--- src/rtl/mips_mem_pkg.sv ---
// mips_mem_pkg: access-size and MEM-stage FSM state encodings shared by the data-memory access path.
package mips_mem_pkg;
   localparam logic [1:0] SZ_WORD = 2'b00;
   localparam logic [1:0] SZ_HALF = 2'b01;
   localparam logic [1:0] SZ_BYTE = 2'b10;
   typedef enum logic [1:0] {S_IDLE, S_ACCESS, S_DONE} state_t;
endpackage

--- src/rtl/mem_stage_access_unit_lane_align.sv ---
// mem_lane_align: big-endian byte-lane enables, store replication and sign-extended load extraction.
module mem_lane_align
   import mips_mem_pkg::*;
(
   input  logic [1:0]  size_i,
   input  logic [1:0]  off_i,
   input  logic [31:0] wdata_i,
   input  logic [31:0] rdata_i,
   output logic [3:0]  be_o,
   output logic [31:0] wdata_o,
   output logic [31:0] rdata_o
);
   logic        is_b;
   logic        is_h;
   logic [31:0] b_sh;
   logic [15:0] h_lane;
   always_comb begin
      is_b    = size_i == SZ_BYTE;
      is_h    = size_i == SZ_HALF;
      // lane 0 is the most significant byte, so the shift is (3 - off) bytes
      b_sh    = rdata_i >> {~off_i, 3'b000};
      h_lane  = off_i[1] ? rdata_i[15:0] : rdata_i[31:16];
      be_o    = is_b ? (4'b1000 >> off_i) : is_h ? (off_i[1] ? 4'b0011 : 4'b1100) : 4'b1111;
      wdata_o = is_b ? {4{wdata_i[7:0]}} : is_h ? {2{wdata_i[15:0]}} : wdata_i;
      rdata_o = is_b ? {{24{b_sh[7]}}, b_sh[7:0]} : is_h ? {{16{h_lane[15]}}, h_lane} : rdata_i;
   end
endmodule

--- src/rtl/mem_stage_access_unit.sv ---
// mem_stage_access_unit: MEM-stage req/ack data-memory access with stall, timeout and load extraction.
module mem_stage_access_unit
   import mips_mem_pkg::*;
#(
   parameter int TIMEOUT = 16,
   parameter int TO_W    = 5
) (
   input  logic        Clk,
   input  logic        Rst,
   input  logic        MemRead_in,
   input  logic        MemWrite_in,
   input  logic [1:0]  MuxLoad_in,
   input  logic [31:0] Addr_in,
   input  logic [31:0] StoreData_in,
   output logic        mem_req,
   output logic        mem_we,
   output logic [31:0] mem_addr,
   output logic [3:0]  mem_be,
   output logic [31:0] mem_wdata,
   input  logic        mem_ack,
   input  logic [31:0] mem_rdata,
   output logic        Stall_out,
   output logic [31:0] LoadData_out,
   output logic        LoadValid_out,
   output logic        Misaligned_out,
   output logic        BusError_out
);
   state_t            state_q;
   logic [TO_W-1:0]   cnt_q;
   logic [1:0]        sz_q;
   logic [1:0]        off_q;
   logic              req_q;
   logic              we_q;
   logic [31:0]       addr_q;
   logic [3:0]        be_q;
   logic [31:0]       wdata_q;
   logic [31:0]       ld_q;
   logic              lv_q;
   logic              mis_q;
   logic              berr_q;
   logic              access;
   logic              conflict;
   logic              misal;
   logic              issue;
   logic [1:0]        sz_sel;
   logic [1:0]        off_sel;
   logic [3:0]        be_w;
   logic [31:0]       wdata_w;
   logic [31:0]       rdata_w;
   always_comb begin
      access    = MemRead_in | MemWrite_in;
      conflict  = MemRead_in & MemWrite_in;
      misal     = MuxLoad_in == SZ_HALF ? Addr_in[0] : MuxLoad_in == SZ_BYTE ? 1'b0 : |Addr_in[1:0];
      issue     = state_q == S_IDLE && access && !conflict && !misal;
      Stall_out = issue || state_q == S_ACCESS;
      // while a transaction is in flight the aligner extracts load data with the latched size/offset
      sz_sel    = state_q == S_IDLE ? MuxLoad_in : sz_q;
      off_sel   = state_q == S_IDLE ? Addr_in[1:0] : off_q;
   end
   mem_lane_align u_align (
      .size_i  (sz_sel),
      .off_i   (off_sel),
      .wdata_i (StoreData_in),
      .rdata_i (mem_rdata),
      .be_o    (be_w),
      .wdata_o (wdata_w),
      .rdata_o (rdata_w)
   );
   always_ff @(posedge Clk) begin
      if (Rst) begin
         state_q <= S_IDLE;
         cnt_q   <= '0;
         sz_q    <= '0;
         off_q   <= '0;
         req_q   <= 1'b0;
         we_q    <= 1'b0;
         addr_q  <= '0;
         be_q    <= '0;
         wdata_q <= '0;
         ld_q    <= '0;
         lv_q    <= 1'b0;
         mis_q   <= 1'b0;
         berr_q  <= 1'b0;
      end else begin
         lv_q   <= 1'b0;
         mis_q  <= 1'b0;
         berr_q <= 1'b0;
         case (state_q)
            S_IDLE: begin
               berr_q <= conflict;
               mis_q  <= access && !conflict && misal;
               if (issue) begin
                  req_q   <= 1'b1;
                  we_q    <= MemWrite_in;
                  addr_q  <= {Addr_in[31:2], 2'b00};
                  be_q    <= be_w;
                  wdata_q <= wdata_w;
                  sz_q    <= MuxLoad_in;
                  off_q   <= Addr_in[1:0];
                  cnt_q   <= '0;
                  state_q <= S_ACCESS;
               end
            end
            S_ACCESS: begin
               if (mem_ack) begin
                  req_q   <= 1'b0;
                  cnt_q   <= '0;
                  state_q <= S_DONE;
                  if (!we_q) begin
                     ld_q <= rdata_w;
                     lv_q <= 1'b1;
                  end
               end else if (cnt_q == TO_W'(TIMEOUT - 1)) begin
                  req_q   <= 1'b0;
                  berr_q  <= 1'b1;
                  cnt_q   <= '0;
                  state_q <= S_DONE;
               end else begin
                  cnt_q <= cnt_q + 1'b1;
               end
            end
            default: state_q <= S_IDLE;
         endcase
      end
   end
   assign mem_req        = req_q;
   assign mem_we         = we_q;
   assign mem_addr       = addr_q;
   assign mem_be         = be_q;
   assign mem_wdata      = wdata_q;
   assign LoadData_out   = ld_q;
   assign LoadValid_out  = lv_q;
   assign Misaligned_out = mis_q;
   assign BusError_out   = berr_q;
endmodule

--- config.mk ---
export PLATFORM = sky130hd
export DESIGN_NAME = mem_stage_access_unit
export DESIGN_NICKNAME = d
export VERILOG_FILES = /design/src/rtl/mips_mem_pkg.sv /design/src/rtl/mem_stage_access_unit_lane_align.sv /design/src/rtl/mem_stage_access_unit.sv
export SDC_FILE = /design/constraint.sdc
export NUM_CORES = 1
export LEC_CHECK = 0
export ABC_AREA = 1
export CAP_MARGIN = 0
export CORE_UTILIZATION = 30
export CTS_BUF_LIST = sky130_fd_sc_hd__clkbuf_8
export CTS_CLUSTER_SIZE = 12
export DETAILED_ROUTE_END_ITERATION = 10
export PLACE_DENSITY_LB_ADDON = 0.12
export SYNTH_ARGS = -nofsm -noshare
export SYNTH_HDL_FRONTEND = slang
export SYNTH_HIERARCHICAL = 1
export SYNTH_SLANG_ARGS = --single-unit
--- constraint.sdc ---
create_clock -name Clk -period 4.8 [get_ports Clk]
set_input_delay 0.48 -clock Clk [delete_from_list [all_inputs] [get_ports Clk]]
set_output_delay 0.48 -clock Clk [all_outputs]
set_load 0.005 [all_outputs]
# Word level (Yosys, flattened, before mapping)
# Index checks and enable logic that the tools add are counted.
[word_totals] reg_bits=114 latchBits=0 mem_bits_rw=0 romBits=0 in_bits=103 output_inout_bits=106 mem_count=0
[op_classes] addsub=1 multipliers=0 div=0 order_cmp=0 n_eq_ne=8 shift=2 muxes=28 bitwise=7 n_reduce_logical=18
[ops] cell="2-to-1 mux 32 bit" count=4
[ops] cell="right shift 32 x 5 -> 8 bit" count=1
[ops] cell="2-to-1 mux 16 bit" count=1
[ops] cell="2-to-1 mux 5 bit" count=3
[ops] cell="2-to-1 mux 4 bit" count=3
[ops] cell="2-to-1 mux 2 bit" count=5
[ops] cell="case mux 5 bit (2 select lines)" count=1
[ops] cell="2-to-1 mux 1 bit" count=8
[ops] cell="== test 2 x 1 -> 1 bit (second input constant)" count=3
[ops] cell="AND reduction 2 bit" count=3
[ops] cell="AND reduction 3 bit" count=2
[ops] cell="adder 5 x 1 -> 5 bit (second input constant)" count=1
[ops] cell="== test 5 x 4 -> 1 bit (second input constant)" count=1
[ops] cell="logical AND 1 bit" count=5
[ops] cell="== test 2 bit (second input constant)" count=2
[ops] cell="inverter 1 bit" count=4
[ops] cell="case mux 1 bit (2 select lines)" count=2
[ops] cell="case mux 2 bit (2 select lines)" count=1
[ops] cell="OR reduction 2 bit" count=2
[ops] cell="right shift 4 x 2 -> 4 bit (first input constant)" count=1
[ops] cell="inequality test 3 x 2 -> 1 bit (second input constant)" count=1
[ops] cell="OR reduction 3 bit" count=1
[ops] cell="logical NOT 1 bit" count=2
[ops] cell="logical NOT 2 bit" count=1
[ops] cell="other kinds (6)" count=6

# Logic depth before layout (Yosys ltp)
# Gate-level depths: netlist (run 1).
[logic_depth] ltp_word=7 mapped_depth=15

# Cells and area by module
# The synthesis (run 1) kept the hierarchy.
[by_module_without_submodules] module="mem_stage_access_unit" n_inst=1 cells_per_inst=546 area_each_um2=4307.9
[by_module_without_submodules] module="mem_lane_align" n_inst=1 cells_per_inst=358 area_each_um2=1482.7

# Worst setup path after synthesis (run 1)
# No wires, ideal clock.
[synth_path] kind="input to register" start="input Addr_in[1]" end="register ld_q[28], in the netlist LoadData_out[28]" setup_time_ns=0.116 t_arrival_ns=1.753 path_slack_ns=2.931 path_stages=12 cell_sequence="inv_1 -> o21ai_0 -> inv_2 -> nand2_1 -> nand2_1 -> nand2_2 -> buf_2 -> nand2_1 -> inv_2 -> nand2_1 -> nor2_1 -> nor2_1"
[synth_via] elab_chain_len=4
[synth_lines] element="start: declaration" line="mem_stage_access_unit.sv:13" rtl="input logic [31:0] Addr_in,"
[synth_lines] element="2-to-1 mux 2 bit *" line="mem_stage_access_unit.sv:58" rtl="off_sel = state_q == S_IDLE ? Addr_in[1:0] : off_q;"
[synth_lines] element="named net off_sel[1]" line="mem_stage_access_unit.sv:46" rtl="logic [1:0] off_sel;"
[synth_lines] element="inverter 2 bit or 2-to-1 mux 16 bit (tied branches)" line="mem_stage_access_unit_lane_align.sv:21, mem_stage_access_unit_lane_align.sv:22"
[synth_lines] element="right shift 32 x 5 -> 8 bit or 2-to-1 mux 32 bit (tied branches)" line="mem_stage_access_unit_lane_align.sv:21, mem_stage_access_unit_lane_align.sv:25"
[synth_lines] element="2-to-1 mux 32 bit *" line="mem_stage_access_unit_lane_align.sv:25" rtl="rdata_o = is_b ? {{24{b_sh[7]}}, b_sh[7:0]} : is_h ? {{16{h_lane[15]}}, h_lane} : rdata_i;"
[synth_lines] element="named net rdata_w[28]" line="mem_stage_access_unit.sv:49" rtl="logic [31:0] rdata_w;"
[synth_lines] element="end signal: assignment" line="mem_stage_access_unit.sv:110" rtl="ld_q <= rdata_w;"
[synth_lines] element="end: declaration" line="mem_stage_access_unit.sv:37" rtl="logic [31:0] ld_q;"
# Mark *: on every way through the listed nets, which the timed path passes. The rest lies on a longest branch.
# A chain may end at the register's enable or synchronous reset.

# Final worst setup path (run 1)
[layout_path] start="input MuxLoad_in[0]" end="register wdata_q[18], in the netlist mem_wdata[18]"
[layout_rtl] element="start: declaration" line="mem_stage_access_unit.sv:12" rtl="input logic [1:0] MuxLoad_in,"
[layout_rtl] element="2-to-1 mux 2 bit *" line="mem_stage_access_unit.sv:57" rtl="sz_sel = state_q == S_IDLE ? MuxLoad_in : sz_q;"
[layout_rtl] element="named net sz_sel[0]" line="mem_stage_access_unit.sv:45" rtl="logic [1:0] sz_sel;"
[layout_rtl] element="== test 2 x 1 -> 1 bit" line="mem_stage_access_unit_lane_align.sv:19" rtl="is_h = size_i == SZ_HALF;"
[layout_rtl] element="2-to-1 mux 32 bit" line="mem_stage_access_unit_lane_align.sv:24" rtl="wdata_o = is_b ? {4{wdata_i[7:0]}} : is_h ? {2{wdata_i[15:0]}} : wdata_i;"
[layout_rtl] element="2-to-1 mux 32 bit *" line="mem_stage_access_unit_lane_align.sv:24"
[layout_rtl] element="named net wdata_w[18]" line="mem_stage_access_unit.sv:48" rtl="logic [31:0] wdata_w;"
[layout_rtl] element="end signal: assignment" line="mem_stage_access_unit.sv:97" rtl="wdata_q <= wdata_w;"
[layout_rtl] element="end: declaration" line="mem_stage_access_unit.sv:36" rtl="logic [31:0] wdata_q;"
# Marks and branches as above.

==> results of run 1 <==
cells in the final DEF (no fill, tap or decap):
cell,netlist,final
clkbuf_8,0,19
nor3_4,1,1
nand3b_1,1,1
inv_1,64,64
buf_4,23,8
and2_2,0,1
clkinv_4,0,2
inv_6,0,3
a21oi_1,78,78
nand2_2,3,3
dfxtp_1,114,114
a22oi_1,1,1
conb_1,1,2
o21ai_1,1,3
nand3_1,122,122
nand3_2,1,1
nor2_4,4,4
buf_2,27,1
clkinvlp_4,0,7
o21ai_0,41,39
nand2_1,317,317
nand2_4,1,1
inv_2,8,8
bufinv_16,0,1
clkdlybuf4s50_1,0,205
nand4_1,2,2
ha_1,3,3
nor2_1,71,71
cells by family (layout without fill, tap and decap cells):
logic type / Yosys count / after routing / synth area share, %
simple gates: 524 / 524 / 37.90
buf+inv: 141 / 318 / 11.47
compound gates: 121 / 121 / 10.50
flops: 114 / 114 / 39.41
fa+ha+maj: 3 / 3 / 0.6483
other cells: 1 / 2 / 0.06476
power groups by stage:
stage / Combinational (mW) / Sequential, mW / Clock (mW)
2_1_floorplan: 0.382 / 1.07 / 0
3_3_place_gp: 0.682 / 1.07 / 0
3_5_place_dp: 0.679 / 1.07 / 0
4_1_cts: 0.683 / 1.05 / 0.919
5_1_grt: 0.757 / 1.06 / 0.958
6_report: 0.679 / 1.05 / 0.884
metal layers:
layer | track usage, % | up-vias | share of wire (%)
li1 | - | 3183 | -
met3 | 5.503 | 16 | 7.1
met2 | 30.53 | 205 | 44
met4 | 6.407 | 0 | 1.0
met1 | 27.37 | 2796 | 48
met5 | 0 | - | 0
flip-flops by register name, indices dropped and copies added, names as in the netlist:
register,cells
LoadData_out,32
mem_wdata,32
mem_addr,30
cnt_q,5
mem_be,4
off_q,2
state_q,2
sz_q,2
BusError_out,1
LoadValid_out,1
Misaligned_out,1
mem_req,1
mem_we,1
synthesized netlist by cell type (all sizes together):
cell type,number,area [um2]
nand2,321,1220
nand3,123,620.6
dfxtp,114,2282
a21oi,78,390.4
nor2,75,311.6
inv,72,270.3
buf,55,341.6
o21ai,42,210.2
clkbuf,14,52.55
ha,3,37.54
nand4,2,12.51
a22oi,1,7.510
and2,1,6.260
conb,1,3.750
nand3b,1,7.510
nor3,1,16.27
final cells by class:
cell class | instances | share of cell area (%)
clock buffers | 19 | 3.177
clock inverters | 13 | 1.535
inverters | 72 | 3.283
multi-input cells | 650 | 34.61
flip-flops and latches | 114 | 27.72
well taps | 260 | 3.952
repair buffers | 214 | 25.72
worst max-delay path, delay by kind of cell:
kind / cells / cell delay, ns
AO/OA/AOI/OAI: 2 / 0.35
AND/OR/NAND/NOR: 5 / 0.65
buffers and inverters: 6 / 1.58
worst min-delay path by stage:
| stage | start | to | slack (ns) | cells past startpoint |
|---|---|---|---|---|
| after floorplan | cnt_q[4]$_SDFFE_PP0P_ | cnt_q[4]$_SDFFE_PP0P_ | 0.43 | 2 |
| after global placement | cnt_q[4]$_SDFFE_PP0P_ | cnt_q[4]$_SDFFE_PP0P_ | 0.45 | 2 |
| after detailed placement | cnt_q[4]$_SDFFE_PP0P_ | cnt_q[4]$_SDFFE_PP0P_ | 0.45 | 2 |
| after CTS | mem_wdata[0]$_SDFFE_PP0P_ | mem_wdata[0]$_SDFFE_PP0P_ | 0.47 | 2 |
| after global routing | mem_addr[16]$_SDFFE_PP0P_ | mem_addr[16]$_SDFFE_PP0P_ | 0.48 | 2 |
| final | mem_addr[8]$_SDFFE_PP0P_ | mem_addr[8]$_SDFFE_PP0P_ | 0.46 | 2 |
==> metrics.cfg, run 1 <==
[timing]
rsz0062_at_grt = no
tns_ns = 0
tightest_slew_ns = 1.066
timing.final.crit_period_ns = 2.793
finalHoldViolCount = 0
layout_setup_ws_ns = 2.007
max_freq_mhz = 358.1
finalClockSkew_ns = 0.01210
hold_ws_ns = 0.4642
slew_headroom_pct = 28.85
report.final.slew_viol_count = 0
finalSetupViolCount = 0
period_share_pct = 58.18

[floorplanning]
start_util_pct = 30.75
core_region_area_mm2 = 0.01883
ioPinCount = 209
die_w_um = 140.9
dieArea_mm2 = 0.01986
die_h_um = 140.9
num_rows = 50

[route]
drtIter0Drc = 465
wire_per_inst_um = 14.55
drc = 0
ant_nets = 0
drt-total-wl_um = 19530
via_per_inst = 4.620
via_count = 6200
dr.pass1.iters = 5

[setup_path]
cp_slowest_cell = clkdlybuf4s50_1
critPathKind = in -> reg
crit_end = mem_wdata[18]$_SDFFE_PP0P_
reg2reg_depth = 12
timing.rr.start = state_q[1]$_SDFFE_PP0P_
r2r_setup_slack_ns = 2.12
critPathMaxFanout = 43
crit_required_ns = 5.08
worstReg2RegEnd = mem_wdata[18]$_SDFFE_PP0P_
crit_start = MuxLoad_in[0]
cpMostUsedCell = inv_1
critPathArrivalTime_ns = 3.08
cp-end-kind = flop
startpoint_type = input port
path_cells = clkdlybuf4s50_1 -> inv_1 -> o21ai_0 -> inv_1 -> nand2_2 -> buf_4 -> inv_2 -> nor2_4 -> inv_1 -> nand2_1 -> nand2_1 -> nand3_1 -> a21oi_1
slowest_delay_ns = 0.52

[layout]
drive_above_1_share_pct = 5.545
final_util_pct = 43.71
final-seq-area_mm2 = 0.002282
finalNetCount = 1175
post_layout_nonfiller_instances = 1342
stdcell_area_mm2 = 0.008232
antenna_cells = 0
area_growth_pct = 42.16
nFillCells = 1972
multi_input_area_mm2 = 0.002849

[clock_tree]
cts.repair.resized = 0
cts_setup_buffers = 0
cts_tree = built
clock_latency_ns = 0.45
clkSinkCount = 114
path_clk_slew_ns = 0.08
cts-root-buf = clkbuf_8
cts_buffer_depth = 2
cts.hold.buffers_added = 0
cts_max_level = 4
cts_buffers = 17

[global_routing]
grtUsageTotal_pct = 20.07
antenna_found_initial = 0
grt_max_degree = 80
grt_pass1_wl_um = 31190
grt.overflow.total = 0
grt_pass1_vias = 5754

[pwr]
p_sw_mw = 0.8551
total_power_mw = 2.611
vdd_drop_max_uv = 165.8
pwr-share-seq_pct = 40.1
clkPwrFrac_pct = 33.9
power_per_cell_area_mw_per_mm2 = 317.2
p_int_mw = 1.756
p_leak_nw = 3.635
p_comb_share_pct = 26.0
swShare_pct = 32.75

[placement]
place_ws_ns = 1.548
dp.cells = 1310
hpwl_um = 13050
placed_area_mm2 = 0.007844
port-buffer-count = 206
gp_congestion = 0.8900

[logic_synthesis]
synthDistinctLibCells = 25
syn_area_per_cell_um2 = 6.405
ys_warn_count = 6
synthesis.area_mm2 = 0.005791
ys_seq_area_share_pct = 39.41
synthCells = 904
ys_seq_elements = 114

[job]
cap_violations = 0

[run_status]
status = completed

[worst_hold_path]
hold_class = reg -> reg

Note: power is estimated with default switching activity, not from simulation.
==> run 2, diff against run 1 <==
==> constraint.sdc (replaced) <==
create_clock -name Clk -period 2.58 [get_ports Clk]
set_input_delay 0.258 -clock Clk [delete_from_list [all_inputs] [get_ports Clk]]
set_output_delay 0.258 -clock Clk [all_outputs]
set_load 0.005 [all_outputs]
==> run 2 against run 1 <==
Net effect: sequential share of layout area down 0.45 points; largest power group unchanged; via count down 2.1%; flip-flop and latch count unchanged; largest cell class unchanged.
==> metrics.cfg, run 2 (same netlist as run 1, synthesis figures left out) <==
[global_routing]
grt_pass1_vias = 5648  ; -1.8%
antenna_found_initial = 0  ; unchanged
grt_pass1_wl_um = 30660  ; -1.7%
grt_max_degree = 80  ; unchanged
grt.overflow.total = 0  ; unchanged
grtUsageTotal_pct = 19.81  ; -0.27 points

[timing]
rsz0062_at_grt = no
tightest_slew_ns = 1.072  ; +0.006335 ns
timing.final.crit_period_ns = 2.302
report.final.slew_viol_count = 0  ; unchanged
layout_setup_ws_ns = 0.2784  ; -1.729 ns
finalHoldViolCount = 0  ; unchanged
period_share_pct = 89.21
hold_ws_ns = 0.3772  ; -0.08696 ns
finalSetupViolCount = 0  ; unchanged
tns_ns = 0  ; unchanged
max_freq_mhz = 434.5
finalClockSkew_ns = 0.01458  ; +0.002483 ns
slew_headroom_pct = 28.43  ; -0.42 points

[setup_path]
cp_top_family = buffers and inverters
critPathKind = in -> out
startpoint_type = input port
crit_end = Stall_out
crit_required_ns = 2.32  ; -2.76 ns
cp_slowest_cell = clkdlybuf4s50_1
worstReg2RegEnd = LoadData_out[9]$_SDFFE_PP0P_
slowest_delay_ns = 0.51  ; about the same
path_cells = clkdlybuf4s50_1 -> inv_1 -> ha_1 -> inv_1 -> nand2_1 -> nor2_4 -> nand3_2 -> nand2_1 -> clkdlybuf4s50_1
path_buf_inv = 4  ; -2
path_depth = 9  ; -4
timing.rr.start = state_q[1]$_SDFFE_PP0P_
crit_start = MemWrite_in
cp-end-kind = output port
r2r_setup_slack_ns = 0.55  ; -1.57 ns
critPathMaxFanout = 3  ; -93%
reg2reg_depth = 11  ; -1
critPathArrivalTime_ns = 2.04  ; -1.04 ns

[route]
via_count = 6071  ; -2.1%
drc = 0  ; unchanged
drtIter0Drc = 302  ; -35%
dr.pass1.iters = 5  ; unchanged
wire_per_inst_um = 14.40  ; -1.0%
via_per_inst = 4.497  ; -2.7%
ant_nets = 0  ; unchanged
drt-total-wl_um = 19440  ; -0.44%

[placement]
port-buffer-count = 206  ; unchanged
place_ws_ns = 0.1811  ; -1.367 ns
gp_congestion = 0.8563  ; -3.8%
hpwl_um = 12970  ; -0.66%
dp.cells = 1318  ; +0.61%

[clock_tree]
clkSinkCount = 114  ; unchanged
cts.hold.buffers_added = 0  ; unchanged
cts.repair.resized = 0  ; unchanged
cts_setup_buffers = 0  ; unchanged
cts_buffer_depth = 2  ; unchanged
clock_latency_ns = 0.43  ; -0.02 ns
path_clk_slew_ns = 0.07  ; about the same
cts_max_level = 4  ; unchanged
cts-root-buf = clkbuf_8
cts_buffers = 17  ; unchanged
cts_tree = built

[floorplanning]
dieArea_mm2 = 0.01986  ; unchanged
die_w_um = 140.9  ; unchanged
ioPinCount = 209  ; unchanged
num_rows = 50  ; unchanged
start_util_pct = 30.75  ; unchanged
core_region_area_mm2 = 0.01883  ; unchanged
die_h_um = 140.9  ; unchanged

[layout]
final_cell_mix = nand2_1, clkdlybuf4s50_1, nand3_1
final_common_cell = nand2_1
nFillCells = 2016  ; +2.2%
final_util_pct = 44.44  ; +0.72 points
area_growth_pct = 44.51
antenna_cells = 0  ; unchanged
post_layout_nonfiller_instances = 1350  ; +0.60%
finalNetCount = 1183  ; +0.68%
drive_above_1_share_pct = 6.239  ; +0.69 points

[pwr]
vdd_drop_max_uv = 335.3  ; +100%
clkPwrFrac_pct = 34.7  ; +0.8 points
swShare_pct = 32.10  ; -0.65 points
p_leak_nw = 3.709  ; +2.0%
p_int_mw = 3.376  ; +92%
power_per_cell_area_mw_per_mm2 = 594.1  ; +87%
p_sw_mw = 1.596  ; +87%
p_comb_share_pct = 26.2  ; +0.2 points
pwr-share-seq_pct = 39.1  ; -1.0 points

[job]
cap_violations = 0  ; unchanged

[worst_hold_path]
hold_class = in -> reg
hold_path_depth = 5  ; +3

[run_status]
status = completed

-- run 2: stage by stage --
stage / power (mW) / instance area [um2]
after global routing: 5.276 / 8368
after CTS: 5.049 / 8368
final: 4.972 / 8368
after global placement: 3.297 / 7966
after floorplan: 2.698 / 5794
after detailed placement: 3.294 / 7966
-- run 2: layer usage --
metal / global-route usage [%] / wire (um) / up-vias
li1: - / - / 3200
met5: 0 / 0 / -
met1: 27.22 / 9303 / 2682
met4: 5.549 / 158 / 0
met3: 5.944 / 1475 / 10
met2: 29.82 / 8505 / 179
-- run 2: final cells by class --
| cell class | count | area, um2 | share of cell area [%] |
|---|---|---|---|
| Sequential cell | 114 | 2282 | 27.27 |
| Tap cell | 260 | 325.3 | 3.888 |
| Clock inverter | 14 | 153.9 | 1.839 |
| Multi-Input combinational cell | 650 | 2849 | 34.05 |
| Timing Repair Buffer | 222 | 2240 | 26.76 |
| Clock buffer | 18 | 247.7 | 2.961 |
| Inverter | 72 | 270.3 | 3.230 |
-- run 2: how the worst min path moves through the flow --
stage	end	from
floorplan	mem_addr[10]$_SDFFE_PP0P_	Addr_in[10]
global placement	mem_req$_SDFFE_PP0P_	mem_req$_SDFFE_PP0P_
detailed placement	cnt_q[4]$_SDFFE_PP0P_	cnt_q[4]$_SDFFE_PP0P_
CTS	cnt_q[4]$_SDFFE_PP0P_	Rst
global route	mem_addr[11]$_SDFFE_PP0P_	Addr_in[11]
finish	cnt_q[4]$_SDFFE_PP0P_	Rst
-- run 2: tightest hold or removal path, stage by stage --
cell	delay (ns)
buf_2	0.09
inv_1	0.03
buf_4	0.23
nand2_1	0.10
a21oi_1	0.04
-- run 2: power by group through the flow --
stage	registers [mW]	logic, mW	clock network, mW
finish	1.94	1.30	1.72
global route	1.96	1.46	1.86
CTS	1.95	1.32	1.79
detailed placement	1.98	1.31	0
global placement	1.99	1.31	0
floorplan	1.99	0.710	0
